===== config.mk =====
export PLATFORM = sky130hd
export DESIGN_NAME = serial_io_channel_decoder_flat
export DESIGN_NICKNAME = d
export VERILOG_FILES = /design/src/rtl/serial_io_pkg.sv /design/src/rtl/serial_io_channel_decoder_if.sv /design/src/rtl/serial_io_addr_match.sv /design/src/rtl/serial_io_channel_decoder.sv /design/src/flat_wrapper.sv
export SDC_FILE = /design/constraint.sdc
export NUM_CORES = 1
export LEC_CHECK = 0
export ABC_AREA = 1
export CAP_MARGIN = 5
export CORE_MARGIN = 1
export CORE_UTILIZATION = 30
export CTS_CLUSTER_DIAMETER = 30
export CTS_CLUSTER_SIZE = 16
export DETAILED_ROUTE_END_ITERATION = 16
export SYNTH_ARGS = -nofsm -noshare
export SYNTH_HDL_FRONTEND = slang
export SYNTH_HIERARCHICAL = 1
export SYNTH_SLANG_ARGS = --single-unit

===== constraint.sdc =====
create_clock -name Clock -period 1.6 [get_ports Clock]
set_input_delay 0.32 -clock Clock [delete_from_list [all_inputs] [get_ports Clock]]
set_output_delay 0.32 -clock Clock [all_outputs]
set_load 0.1 [all_outputs]

===== src/rtl/serial_io_pkg.sv =====
// Shared types and constants for the FF21_xxxx serial IO decode logic.
// The state encoding is shared so that debug taps and checkers see the same values.
package serial_io_pkg;

  typedef enum logic [2:0] {
    ST_IDLE    = 3'd0,
    ST_ACCESS  = 3'd1,
    ST_ACK     = 3'd2,
    ST_ERROR   = 3'd3,
    ST_RECOVER = 3'd4
  } state_t;

  localparam logic [15:0] DEFAULT_BASE_ADDR   = 16'h0220;
  localparam int          DEFAULT_STRIDE_LOG2 = 5;

  // A single channel still needs a one-bit index so that port widths never collapse to zero.
  function automatic int ch_idx_width(input int n);
    return (n <= 1) ? 1 : $clog2(n);
  endfunction

endpackage


===== src/rtl/serial_io_channel_decoder_if.sv =====
// Bus-side signal bundle between the bridge IO decode (master) and the UART
// channel decoder (slave).
interface serial_io_channel_decoder_if
  import serial_io_pkg::*;
#(
  parameter int NUM_CHANNELS = 4
);
  localparam int CH_W = ch_idx_width(NUM_CHANNELS);

  // Handshake: the master raises Cycle_H (with IOSelect_H) and keeps Address,
  // ByteSelect_L and Channel_Mask stable until the decoder samples them in IDLE.
  // The decoder answers with exactly one Ack_H pulse per accepted cycle;
  // Decode_Error_H qualifies that pulse as an error. Dropping Cycle_H before Ack_H
  // aborts the cycle with no Ack_H. A new cycle is accepted only after the
  // decoder has seen Cycle_H low.
  logic [15:0]             Address;
  logic                    IOSelect_H;
  logic                    ByteSelect_L;
  logic                    Cycle_H;
  logic [NUM_CHANNELS-1:0] Channel_Mask;
  logic [NUM_CHANNELS-1:0] Port_Enable;
  logic                    Ack_H;
  logic                    Decode_Error_H;
  logic [CH_W-1:0]         Active_Channel;
  logic                    Busy_H;

  modport master (
    output Address, IOSelect_H, ByteSelect_L, Cycle_H, Channel_Mask,
    input  Port_Enable, Ack_H, Decode_Error_H, Active_Channel, Busy_H
  );

  modport slave (
    input  Address, IOSelect_H, ByteSelect_L, Cycle_H, Channel_Mask,
    output Port_Enable, Ack_H, Decode_Error_H, Active_Channel, Busy_H
  );

endinterface


===== src/rtl/serial_io_addr_match.sv =====
// Combinational decode of a 16-bit IO address into a region of equally spaced
// 16-byte register windows: region hit, channel index and valid-hit qualification.
module serial_io_addr_match
  import serial_io_pkg::*;
#(
  parameter int          NUM_CHANNELS = 4,
  parameter logic [15:0] BASE_ADDR    = DEFAULT_BASE_ADDR,
  parameter int          STRIDE_LOG2  = DEFAULT_STRIDE_LOG2
) (
  input  logic [15:0]                           address,
  input  logic                                  byte_select_l,
  input  logic [NUM_CHANNELS-1:0]               channel_mask,
  output logic                                  in_region,
  output logic                                  valid_hit,
  output logic [ch_idx_width(NUM_CHANNELS)-1:0] ch
);
  localparam int          CH_W        = ch_idx_width(NUM_CHANNELS);
  localparam logic [16:0] REGION_SIZE = 17'(NUM_CHANNELS) << STRIDE_LOG2;
  // Offset bits between the 16-byte register file and the next window must be zero.
  localparam logic [15:0] GAP_MASK    = 16'((32'd1 << STRIDE_LOG2) - 32'd1) & ~16'h000F;

  logic [15:0] offset;
  logic [15:0] ch_full;
  logic        window_ok;
  logic        present;

  always_comb begin
    offset    = address - BASE_ADDR;
    in_region = (address >= BASE_ADDR) && ({1'b0, offset} < REGION_SIZE);
    ch_full   = offset >> STRIDE_LOG2;
    ch        = ch_full[CH_W-1:0];
    window_ok = (offset & GAP_MASK) == 16'h0000;
    present   = 1'b0;
    for (int i = 0; i < NUM_CHANNELS; i++) begin
      if (ch_full == 16'(i)) present = channel_mask[i];
    end
    valid_hit = in_region && window_ok && !byte_select_l && present;
  end

endmodule


===== src/rtl/serial_io_channel_decoder.sv =====
// Registered chip-select generator and bus-cycle sequencer for the bank of 16550
// UART channels: decode, wait-state hold, one-cycle acknowledge and recovery.
module serial_io_channel_decoder
  import serial_io_pkg::*;
#(
  parameter int          NUM_CHANNELS    = 4,
  parameter logic [15:0] BASE_ADDR       = DEFAULT_BASE_ADDR,
  parameter int          STRIDE_LOG2     = DEFAULT_STRIDE_LOG2,
  parameter int          WAIT_CYCLES     = 4,
  parameter int          RECOVERY_CYCLES = 2
) (
  input  logic                             Clock,
  input  logic                             Reset_H,
  serial_io_channel_decoder_if.slave       bus,
  output state_t                           state_dbg
);
  localparam int CH_W    = ch_idx_width(NUM_CHANNELS);
  localparam int CNT_MAX = (WAIT_CYCLES > RECOVERY_CYCLES) ? WAIT_CYCLES : RECOVERY_CYCLES;
  localparam int CNT_W   = $clog2(CNT_MAX + 1);
  localparam logic [CNT_W-1:0] WAIT_LOAD    = CNT_W'(WAIT_CYCLES - 1);
  localparam logic [CNT_W-1:0] RECOVER_LOAD = CNT_W'(RECOVERY_CYCLES - 1);

  state_t                  state, state_nxt;
  logic [CNT_W-1:0]        cnt, cnt_nxt;
  logic [CH_W-1:0]         chan, chan_nxt;
  logic                    in_region;
  logic                    valid_hit;
  logic [CH_W-1:0]         hit_ch;
  logic                    request;

  logic [NUM_CHANNELS-1:0] port_en_q;
  logic                    ack_q;
  logic                    err_q;
  logic                    busy_q;

  serial_io_addr_match #(
    .NUM_CHANNELS (NUM_CHANNELS),
    .BASE_ADDR    (BASE_ADDR),
    .STRIDE_LOG2  (STRIDE_LOG2)
  ) u_addr_match (
    .address       (bus.Address),
    .byte_select_l (bus.ByteSelect_L),
    .channel_mask  (bus.Channel_Mask),
    .in_region     (in_region),
    .valid_hit     (valid_hit),
    .ch            (hit_ch)
  );

  assign request = bus.IOSelect_H & bus.Cycle_H;

  always_comb begin
    state_nxt = state;
    cnt_nxt   = cnt;
    chan_nxt  = chan;
    case (state)
      ST_IDLE: begin
        // Out-of-region requests belong to other IO devices and are left alone.
        if (request && in_region) begin
          if (valid_hit) begin
            state_nxt = ST_ACCESS;
            cnt_nxt   = WAIT_LOAD;
            chan_nxt  = hit_ch;
          end else begin
            state_nxt = ST_ERROR;
          end
        end
      end
      ST_ACCESS: begin
        if (!bus.Cycle_H) begin
          state_nxt = ST_RECOVER;
          cnt_nxt   = RECOVER_LOAD;
        end else if (cnt == '0) begin
          state_nxt = ST_ACK;
        end else begin
          cnt_nxt = cnt - 1'b1;
        end
      end
      ST_ACK, ST_ERROR: begin
        state_nxt = ST_RECOVER;
        cnt_nxt   = RECOVER_LOAD;
      end
      ST_RECOVER: begin
        if (cnt != '0) begin
          cnt_nxt = cnt - 1'b1;
        end else if (!bus.Cycle_H) begin
          state_nxt = ST_IDLE;
        end
      end
      default: state_nxt = ST_IDLE;
    endcase
  end

  // Outputs are decoded from the current state and registered, so they trail the state by one edge.
  always_ff @(posedge Clock) begin
    if (Reset_H) begin
      state     <= ST_IDLE;
      cnt       <= '0;
      chan      <= '0;
      port_en_q <= '0;
      ack_q     <= 1'b0;
      err_q     <= 1'b0;
      busy_q    <= 1'b0;
    end else begin
      state     <= state_nxt;
      cnt       <= cnt_nxt;
      chan      <= chan_nxt;
      port_en_q <= (state == ST_ACCESS || state == ST_ACK) ? (NUM_CHANNELS'(1) << chan) : '0;
      ack_q     <= (state == ST_ACK) || (state == ST_ERROR);
      err_q     <= (state == ST_ERROR);
      busy_q    <= (state != ST_IDLE);
    end
  end

  assign bus.Port_Enable    = port_en_q;
  assign bus.Ack_H          = ack_q;
  assign bus.Decode_Error_H = err_q;
  assign bus.Active_Channel = chan;
  assign bus.Busy_H         = busy_q;
  assign state_dbg          = state;

endmodule


===== src/flat_wrapper.sv =====
// flat-port wrapper written by rule: the top's interface ports become plain ports
module serial_io_channel_decoder_flat import serial_io_pkg::*;
#(
  parameter int          NUM_CHANNELS    = 4,
  parameter logic [15:0] BASE_ADDR       = DEFAULT_BASE_ADDR,
  parameter int          STRIDE_LOG2     = DEFAULT_STRIDE_LOG2,
  parameter int          WAIT_CYCLES     = 4,
  parameter int          RECOVERY_CYCLES = 2
)
  (Clock, Reset_H, state_dbg, bus_Address, bus_IOSelect_H, bus_ByteSelect_L, bus_Cycle_H, bus_Channel_Mask, bus_Port_Enable, bus_Ack_H, bus_Decode_Error_H, bus_Active_Channel, bus_Busy_H);
  serial_io_channel_decoder_if #(.NUM_CHANNELS(NUM_CHANNELS)) bus_i ();
  input  logic Clock;
  input  logic Reset_H;
  output state_t state_dbg;
  input wire logic [$bits(bus_i.Address)-1:0] bus_Address;
  input wire logic [$bits(bus_i.IOSelect_H)-1:0] bus_IOSelect_H;
  input wire logic [$bits(bus_i.ByteSelect_L)-1:0] bus_ByteSelect_L;
  input wire logic [$bits(bus_i.Cycle_H)-1:0] bus_Cycle_H;
  input wire logic [$bits(bus_i.Channel_Mask)-1:0] bus_Channel_Mask;
  output wire logic [$bits(bus_i.Port_Enable)-1:0] bus_Port_Enable;
  output wire logic [$bits(bus_i.Ack_H)-1:0] bus_Ack_H;
  output wire logic [$bits(bus_i.Decode_Error_H)-1:0] bus_Decode_Error_H;
  output wire logic [$bits(bus_i.Active_Channel)-1:0] bus_Active_Channel;
  output wire logic [$bits(bus_i.Busy_H)-1:0] bus_Busy_H;
  assign bus_i.Address = bus_Address;
  assign bus_i.IOSelect_H = bus_IOSelect_H;
  assign bus_i.ByteSelect_L = bus_ByteSelect_L;
  assign bus_i.Cycle_H = bus_Cycle_H;
  assign bus_i.Channel_Mask = bus_Channel_Mask;
  assign bus_Port_Enable = bus_i.Port_Enable;
  assign bus_Ack_H = bus_i.Ack_H;
  assign bus_Decode_Error_H = bus_i.Decode_Error_H;
  assign bus_Active_Channel = bus_i.Active_Channel;
  assign bus_Busy_H = bus_i.Busy_H;
  serial_io_channel_decoder #(.NUM_CHANNELS(NUM_CHANNELS), .BASE_ADDR(BASE_ADDR), .STRIDE_LOG2(STRIDE_LOG2), .WAIT_CYCLES(WAIT_CYCLES), .RECOVERY_CYCLES(RECOVERY_CYCLES)) u_core (.Clock(Clock), .Reset_H(Reset_H), .bus(bus_i), .state_dbg(state_dbg));
endmodule

==> impl_metrics.ini, run 1 <==
[place]
place_ws_ns = -0.844
dpl.hpwl_um = 1990
place_inst = 254
place.gp.congestion = 0.800
place_area_sq_um = 1640
io_buffer_count = 32

[routing]
ant_nets = 0
drc_errors = 0
finalWirelength_um = 2650
viasPerCell = 4.49
first_iter_violations = 15
wl_per_cell_um = 9.92
drt_pass1_iterations = 4
vias = 1198

[global_route]
grt_pass1_vias = 1055
grt_pass1_wl_um = 4320
grt_max_degree = 11
antenna_found_initial = 0
grtUsageTotal_pct = 14.9
grt-ovfl-total = 0

[synth]
synth_area_per_cell_sq_um = 6.32
synth_common_cells = nand2_1 (41), nor2_1 (28), inv_1 (25)
synth_nets = 199
ys.flop_type = dfxtp_1
synth.top_cell.area_share_pct = 28.4
synth-edff-count = 0
netlist_top_cells_area = dfxtp_1 (28%), nand2_1 (15%), nor2_1 (10%), inv_1 (8.9%), ha_1 (8.3%)
synth_seq_cells = 15
syn-instance-count = 167
synthArstFlopShare_pct = 0
yosysSeqAreaShare_pct = 28.4
synth_area_sq_um = 1060
synth_top_cell_by_area = dfxtp_1
yosysMostFrequentCell = nand2_1
ys_types = 21
ys_warn_count = 6

[sta]
fin_ws_ns = 0.0526
slew_violations = 0
finalSetupViolations = 0
min_period_over_period_pct = 96.7
finalClockSkew_ns = 0.00645
max-slew-margin-rel_pct = 80.3
rsz0062_at_grt = yes
hold_viol = 0
hold_slack_ns = 0.505
worst_pin_slew_ns = 0.295
finalCriticalPeriod_ns = 1.55
fmax_ghz = 0.646

[clocking]
numCtsBuffers = 3
cts_tree = done
root_buffer = clkbuf_4
cts_num_sinks = 15
htree_levels = 1
cts.reportedPaths.clkPinSlew_ns = 0.10
cts_max_path_buffers = 2
clkLatencyLatePin_ns = 0.28

[floorplan]
die_x_um = 61.3
row_count = 21
die-area_sq_um = 3760
die_h_um = 61.3
core_sq_um = 3360
start_util_pct = 31.4
ioPinCount = 37

[layout]
area_growth_pct = 83.2
layout-drive-gt1-share_pct = 42.1
final_cell_count_no_fill = 267
layout.nets = 254
design_area_sq_um = 1930
antenna_cells = 0

[hold_path]
hold_end = u_core/bus.Port_Enable[2]
hp-start = u_core/bus.Active_Channel[0]
hold_class = flop to flop
holdPathStages = 1

[critical_path]
regToRegStartpoint = u_core/cnt[0]
critPathSlowestCell = buf_4
path_cells = buf_12 -> buf_6 -> nor2_4 -> nand2_1 -> nand2_1 -> nand3_2 -> nor2_4 -> inv_2 -> nor2_4 -> nand3_2 -> buf_4 -> buf_4 -> nand2_1 -> a21oi_1 -> nor2_1
worstPathMaxFanout = 4
r2r-end = u_core/cnt[2]
startpoint_type = input pin
cp.arrival_ns = 1.77
cp_num_cells = 15
end_kind = flop
critPathKind = input pin to flop
crit_family = simple AND/OR/NAND/NOR gates
critPathMaxStageDelay_ns = 0.14
critPathBufInv = 5
cp_data_required_time_ns = 1.82
rr_worst_depth = 9
reg2reg_setup_slack_ns = 0.27

[power_and_ir_drop]
peakVddDrop_uv = 537
p_leak_nw = 0.883
power_density_nw_per_um2 = 1320
finalPower_mw = 2.54

[flow_run]
cap_violations = 0

[run_status]
status = complete, no violations
## cell families (layout without fill, tap and decap cells)
logic type / Yosys count / in the layout / share of synthesized area, %
flip-flops: 15 / 15 / 28.4
XOR/XNOR: 1 / 1 / 0.830
adder cells (fa/ha/maj): 7 / 7 / 8.29
AND/OR/NAND/NOR: 99 / 99 / 41.8
AO/OA/AOI/OAI: 17 / 17 / 9.95
buffers and inverters: 28 / 82 / 10.7
## repair_timing
item / in CTS / in global routing
pin swaps: 22 / 37
setup endpoints to repair: 7 / 7
gates resized for setup: 38 / 53
hold buffers: 0 / 0
setup buffers: 4 / 6
## power breakdown
group | switching [mW] | total (mW) | leakage [nW] | internal, mW
Sequential | 0.126 | 0.591 | 0.123 | 0.465
Clock | 0.123 | 0.218 | 0.0139 | 0.0948
Combinational | 1.10 | 1.74 | 0.746 | 0.636
Total | 1.35 | 2.54 | 0.883 | 1.20
## layout by cell type (no fill, tap or decap), drive strengths merged
cell,Yosys,routed
clkbuf,0,8
dlymetal6s2s,0,3
inv,27,25
o21bai,1,1
nand3,15,15
dlygate4sd2,0,2
nand4,3,3
a21oi,10,10
clkinv,0,2
clkdlybuf4s50,0,5
buf,1,33
nor2,33,33
clkinvlp,0,1
clkdlybuf4s15,0,3
dfxtp,15,15
o21ai,5,5
a21o,1,1
ha,7,7
nand3b,1,1
xor2,1,1
nand2,45,45
nor3,2,2
## routing by layer
layer  vias up  share of wire (%)  GRT usage [%]
met4         0                1.2           3.81
li1        629                  -              -
met3         4                5.6           1.47
met1       523                 44           19.7
met5         -                  0              0
met2        42                 49           26.1
## cell type report
type / count / area (sq um)
clock buffers: 3 / 22.5
multi-input cells: 124 / 817
clock inverters: 1 / 7.51
well taps: 46 / 57.6
repair buffers: 51 / 599
inverters: 27 / 126
flip-flops and latches: 15 / 304
fillers: 340 / 1430
## metrics by stage
step	TNS [ns]	utilization [%]
floorplan	0	-
global placement	-5.13	48.8
detailed placement	-5.31	48.8
CTS	0	51.6
global route	-0.308	57.5
finish	0	57.5
## worst max path at each step
stage | from | to
global placement | bus_Address[5] | u_core/cnt[1]
detailed placement | bus_Address[5] | u_core/cnt[0]
CTS | bus_Address[13] | u_core/cnt[1]
global route | bus_Address[5] | u_core/cnt[2]
finish | bus_Address[5] | u_core/state_dbg[0]
floorplan | bus_Address[6] | u_core/bus.Active_Channel[0]
## state kept, by name, summed over array words and instances (netlist names)
register and count:
u_core/bus.Busy_H 1, u_core/state_dbg 3, u_core/bus.Ack_H 1, u_core/bus.Port_Enable 4, u_core/bus.Decode_Error_H 1, u_core/cnt 3, u_core/bus.Active_Channel 2
(Power assumes the default switching activity.)
==> run 2, diff against run 1 <==
--- a/config.mk
+++ b/config.mk
@@ -7,11 +7,16 @@
 export LEC_CHECK = 0
 export ABC_AREA = 1
 export CAP_MARGIN = 5
+export CELL_PAD_IN_SITES_DETAIL_PLACEMENT = 0
+export CELL_PAD_IN_SITES_GLOBAL_PLACEMENT = 2
 export CORE_MARGIN = 1
-export CORE_UTILIZATION = 30
+export CORE_UTILIZATION = 20
 export CTS_CLUSTER_DIAMETER = 30
 export CTS_CLUSTER_SIZE = 16
 export DETAILED_ROUTE_END_ITERATION = 16
+export PLACE_DENSITY_LB_ADDON = 0.1
+export RECOVER_POWER = 100
+export REMOVE_ABC_BUFFERS = 1
 export SYNTH_ARGS = -nofsm -noshare
 export SYNTH_HDL_FRONTEND = slang
 export SYNTH_HIERARCHICAL = 1
==> run 2 against run 1 <==
  * Clock power is 43% higher
  * Count of clock-buffer cells in the layout stayed put
  * Non-clock buffer count is 2 lower
  * Sequential power is 6.8% lower
  * Combinational power is 5% lower
  * Critical path depth stayed put
  * First-iteration DRC count grew to 3.1 times the previous value
  * Via count is 1.2% lower
  * Total power is 0.81% lower
  * Register-to-register slack worse by 0.04 ns
  * Global-route usage is 3.8 points lower
  * Fmax is 0.28% lower
  * Largest power group unchanged
==> impl_metrics.ini, run 2 (synthesis gave the netlist of run 1 again) <==
[run_status]
status = complete, no violations

[routing]
wl_per_cell_um = 10.1
drt_pass1_iterations = 4
viasPerCell = 4.10
drc_errors = 0
vias = 1184
ant_nets = 0
first_iter_violations = 47
finalWirelength_um = 2910

[place]
place_inst = 280
dpl.hpwl_um = 2310
place_area_sq_um = 1660
io_buffer_count = 32
place.gp.congestion = 0.756
place_ws_ns = -0.843

[critical_path]
startpoint_type = input pin
rr_worst_depth = 7
end_kind = flop
critPathSlowestCell = ha_4
path_cells = buf_8 -> inv_8 -> ha_4 -> nand3_4 -> nand2_2 -> nand2_1 -> nand2_2 -> nand3_4 -> nor2_4 -> nand3_2 -> nor2_4 -> nor2_1 -> nor2_1 -> nand2_1 -> a21oi_2
worstPathMaxFanout = 4
critPathKind = input pin to flop
critPathMaxStageDelay_ns = 0.16
cp.arrival_ns = 1.74
r2r-end = u_core/cnt[0]
regToRegStartpoint = u_core/state_dbg[0]
cp_data_required_time_ns = 1.79
reg2reg_setup_slack_ns = 0.23

[global_route]
grt_pass1_wl_um = 4790
grt_max_degree = 10
grt.busiest_layer = met2
grtUsageTotal_pct = 11.1
use_met3_pct = 0.803
use_met2_pct = 20.8
antenna_found_initial = 0
grt_pass1_vias = 1125
grt-ovfl-total = 0
grt_use_met1_pct = 12.9

[clocking]
root_buffer = clkbuf_8
cts_tree = done
htree_levels = 1
cts_max_path_buffers = 2
cts.reportedPaths.clkPinSlew_ns = 0.06
numCtsBuffers = 3
cts_num_sinks = 15
holdBufCountCts = 0
clkLatencyLatePin_ns = 0.24

[power_and_ir_drop]
switchingPower_mw = 1.36
combPwrFrac_pct = 65.8
p_sw_share_pct = 53.7
power.share.clock_pct = 12.3
p_leak_nw = 0.813
power_frac_seq_pct = 21.8
power_density_nw_per_um2 = 1430
peakVddDrop_uv = 832
power.internal_mw = 1.17

[floorplan]
start_util_pct = 20.7
die-area_sq_um = 5570
die_x_um = 74.7
die_h_um = 74.7
row_count = 26
ioPinCount = 37
core_sq_um = 5110

[sta]
rsz0062_at_grt = yes
worst_pin_slew_ns = 0.545
max-slew-margin-rel_pct = 63.8
slew_violations = 0
fmax_ghz = 0.644
fin_ws_ns = 0.0482
finalSetupViolations = 0
finalClockSkew_ns = 0.00156
min_period_over_period_pct = 97.0
hold_viol = 0
finalCriticalPeriod_ns = 1.55

[hold_path]
hold_end = u_core/bus.Port_Enable[0]
holdPathStages = 1
hold_class = flop to flop
hp-start = u_core/bus.Active_Channel[0]

[layout]
final_common_cell = nand2_1
layout-drive-gt1-share_pct = 37.4
antenna_cells = 0
layout.nets = 252
final_cell_mix = nand2_1 (35), nor2_1 (21), inv_1 (19)
design_area_sq_um = 1760
final_cell_count_no_fill = 289
area_growth_pct = 66.9
largest_reg_flops = 4
num-fill-cells = 580

[flow_run]
cap_violations = 0
-- run 2: what timing repair did --
| item | CTS | global route |
|---|---|---|
| pin swaps | 29 | 21 |
| gates resized for setup | 62 | 22 |
| buffers inserted | 5 | 0 |
| gates cloned | 0 | 0 |
| setup endpoints to repair | 7 | 7 |
-- run 2: power by group through the flow --
stage | clock, mW | combinational (mW) | sequential [mW]
CTS | 0.319 | 1.74 | 0.571
global placement | 0 | 1.70 | 0.577
finish | 0.311 | 1.66 | 0.551
floorplan | 0 | 0.740 | 0.971
global route | 0.334 | 1.82 | 0.560
detailed placement | 0 | 1.69 | 0.579
-- run 2: worst max-delay path by stage --
stage / end / from / slack, ns / cells after the start
6_report: u_core/cnt[2] / bus_Address[5] / 0.05 / 15
5_1_grt: u_core/cnt[2] / bus_Address[5] / -0.10 / 15
4_1_cts: u_core/cnt[2] / bus_Address[12] / 0.001 / 14
3_5_place_dp: u_core/bus.Active_Channel[0] / bus_Address[5] / -0.84 / 14
3_3_place_gp: u_core/bus.Active_Channel[0] / bus_Address[5] / -0.77 / 14
2_1_floorplan: u_core/cnt[0] / u_core/state_dbg[2] / -0.33 / 7
-- run 2: area by class of cell --
| class | count | area (sq um) | area share, % |
|---|---|---|---|
| Tap cell | 70 | 87.6 | 4.97 |
| Clock buffer | 3 | 41.3 | 2.34 |
| Clock inverter | 1 | 5.00 | 0.284 |
| Sequential cell | 15 | 300 | 17.0 |
| Timing Repair Buffer | 49 | 419 | 23.8 |
| Multi-Input combinational cell | 124 | 798 | 45.3 |
| Inverter | 27 | 111 | 6.32 |
-- run 2: routing by layer --
metal	vias to the layer above	share of wire (%)
li1	627	-
met1	531	44
met2	24	51
met3	2	3.4
met4	0	1.3
met5	-	0
-- run 2: stage by stage --
stage / hold slack [ns] / util [%] / power [mW] / TNS (ns)
5_1_grt: 0.478 / 34.5 / 2.72 / -0.410
3_5_place_dp: 0.491 / 32.6 / 2.27 / -5.06
3_3_place_gp: 0.494 / 32.6 / 2.28 / -4.67
6_report: 0.470 / 34.5 / 2.52 / 0
4_1_cts: 0.508 / 36.1 / 2.63 / 0
2_1_floorplan: 0.382 / - / 1.71 / -2.49
-- run 2: critical path: cells and delay by family --
kind,cells,cell delay [ns]
simple gates,11,0.99
buf+inv,2,0.17
fa+ha+maj,1,0.16
compound gates,1,0.11
==> run 3, diff against run 2 <==
==> constraint.sdc (replaced) <==
create_clock -name Clock -period 1.6 [get_ports Clock]
set_input_delay 0.16 -clock Clock [delete_from_list [all_inputs] [get_ports Clock]]
set_output_delay 0.16 -clock Clock [all_outputs]
set_load 0.1 [all_outputs]
==> run 3 against run 2 <==
  * First-iteration DRC count increased by 64%
  * Die area is the same
  * Setup slack better by 0.092 ns
  * Fmax increased by 6.3%
  * Utilization fell by 1.6 points
  * Combinational power about the same
==> impl_metrics.ini, run 3 (synthesis gave the netlist of run 1 again) <==
[run_status]
status = complete, no violations

[floorplan]
row_count = 26
die-area_sq_um = 5570
die_h_um = 74.7
start_util_pct = 20.7
ioPinCount = 37
die_x_um = 74.7
core_sq_um = 5110

[sta]
fmax_ghz = 0.685
worst_pin_slew_ns = 0.545
finalClockSkew_ns = 0.00103
max-slew-margin-rel_pct = 63.8
finalCriticalPeriod_ns = 1.46
finalSetupViolations = 0
rsz0062_at_grt = yes
fin_ws_ns = 0.140
hold_viol = 0
hold_slack_ns = 0.413
min_period_over_period_pct = 91.3
slew_violations = 0

[clocking]
cts_max_path_buffers = 2
numCtsBuffers = 3
holdBufCountCts = 0
htree_levels = 1
cts_num_sinks = 15
cts.reportedPaths.clkPinSlew_ns = 0.06
root_buffer = clkbuf_8
clkLatencyLatePin_ns = 0.25
cts_tree = done

[critical_path]
path_cells = buf_2 -> inv_4 -> ha_4 -> nand3_2 -> nor2_2 -> nand2_1 -> nand2_1 -> nand3_2 -> nor2_4 -> nand3_2 -> nor2_4 -> nor2_1 -> nor2_1 -> nand2_1 -> a21oi_2
cp_num_cells = 15
rr_worst_depth = 7
crit_family = simple AND/OR/NAND/NOR gates
worstPathMaxFanout = 4
reg2reg_setup_slack_ns = 0.17
critPathSlowestCell = ha_4
critPathMaxStageDelay_ns = 0.15
startpoint_type = input pin
cp.arrival_ns = 1.64
regToRegStartpoint = u_core/state_dbg[0]
r2r-end = u_core/cnt[1]
end_kind = flop
cp_data_required_time_ns = 1.78
critPathKind = input pin to flop
critPathBufInv = 2

[global_route]
grt.busiest_layer = met2
grt_pass1_wl_um = 4720
grt_pass1_vias = 1084
grt_max_degree = 11
use_met3_pct = 1.20
grtUsageTotal_pct = 10.9
antenna_found_initial = 0
grt_use_met1_pct = 13.6
grt-ovfl-total = 0
use_met2_pct = 19.1

[hold_path]
hold_end = u_core/bus.Active_Channel[0]
hp-start = bus_Address[5]
holdPathStages = 5
hold_class = input pin to flop

[routing]
viasPerCell = 4.06
drt_pass1_iterations = 4
wl_per_cell_um = 9.87
vias = 1170
ant_nets = 0
drc_errors = 0
finalWirelength_um = 2840
first_iter_violations = 77

[power_and_ir_drop]
peakVddDrop_uv = 848
power_density_nw_per_um2 = 1480
p_leak_nw = 0.808

[layout]
antenna_cells = 0
final_cell_mix = nand2_1 (38), nor2_1 (23), inv_1 (21)
largest_reg_flops = 4
final_common_cell = nand2_1
layout.nets = 251
fin_util_pct = 32.9
area_growth_pct = 59.1
layout-drive-gt1-share_pct = 31.7

[place]
place_ws_ns = -0.657
io_buffer_count = 32
place.gp.congestion = 0.768
dpl.hpwl_um = 2320

[flow_run]
cap_violations = 0
run 3: tightest hold or removal path: stages:
cell,delay (ns)
buf_2,0.12
inv_4,0.08
buf_4,0.10
o21ai_1,0.06
a21oi_1,0.10
run 3: power by group:
part	leakage, nW	internal (mW)	switching [mW]	total, mW
logic	0.665	0.512	1.12	1.63
registers	0.122	0.457	0.0881	0.545
clock network	0.0217	0.175	0.140	0.315
run 3: cell type report:
cell class	instances	area, sq um
clock inverters	1	7.51
fillers	569	3430
repair buffers	48	410
clock buffers	3	41.3
multi-input cells	124	729
well taps	70	87.6
flip-flops and latches	15	300
inverters	27	104
run 3: timing repair:
action | in CTS | in global routing
setup endpoints to repair | 7 | 7
buffers inserted | 3 | 1
pin swaps | 19 | 15
resized for setup | 32 | 18
run 3: how the worst max path moves through the flow:
| stage | startpoint | end | slack [ns] |
|---|---|---|---|
| 6_report | bus_Address[5] | u_core/cnt[2] | 0.14 |
| 5_1_grt | bus_Address[5] | u_core/cnt[2] | -0.02 |
| 4_1_cts | bus_Address[6] | u_core/cnt[2] | 0.005 |
| 3_5_place_dp | bus_Address[5] | u_core/bus.Active_Channel[0] | -0.66 |
| 3_3_place_gp | bus_Address[5] | u_core/bus.Active_Channel[0] | -0.61 |
| 2_1_floorplan | u_core/state_dbg[2] | u_core/cnt[0] | -0.33 |
run 3: stage by stage:
step / power (mW) / cell area, sq um / cells / TNS [ns]
4_1_cts: 2.63 / 1790 / 287 / 0
3_3_place_gp: 2.28 / 1660 / 280 / -3.57
6_report: 2.49 / 1680 / 288 / 0
5_1_grt: 2.68 / 1680 / 288 / -0.0180
3_5_place_dp: 2.28 / 1660 / 280 / -3.79
2_1_floorplan: 1.71 / 1040 / 166 / -2.47
run 3: per-layer routing:
| metal | wire length (um) | part of all wire, % |
|---|---|---|
| met2 | 1400 | 49 |
| met1 | 1320 | 47 |
| met4 | 32 | 1.1 |
| met3 | 90 | 3.2 |
| met5 | 0 | 0 |
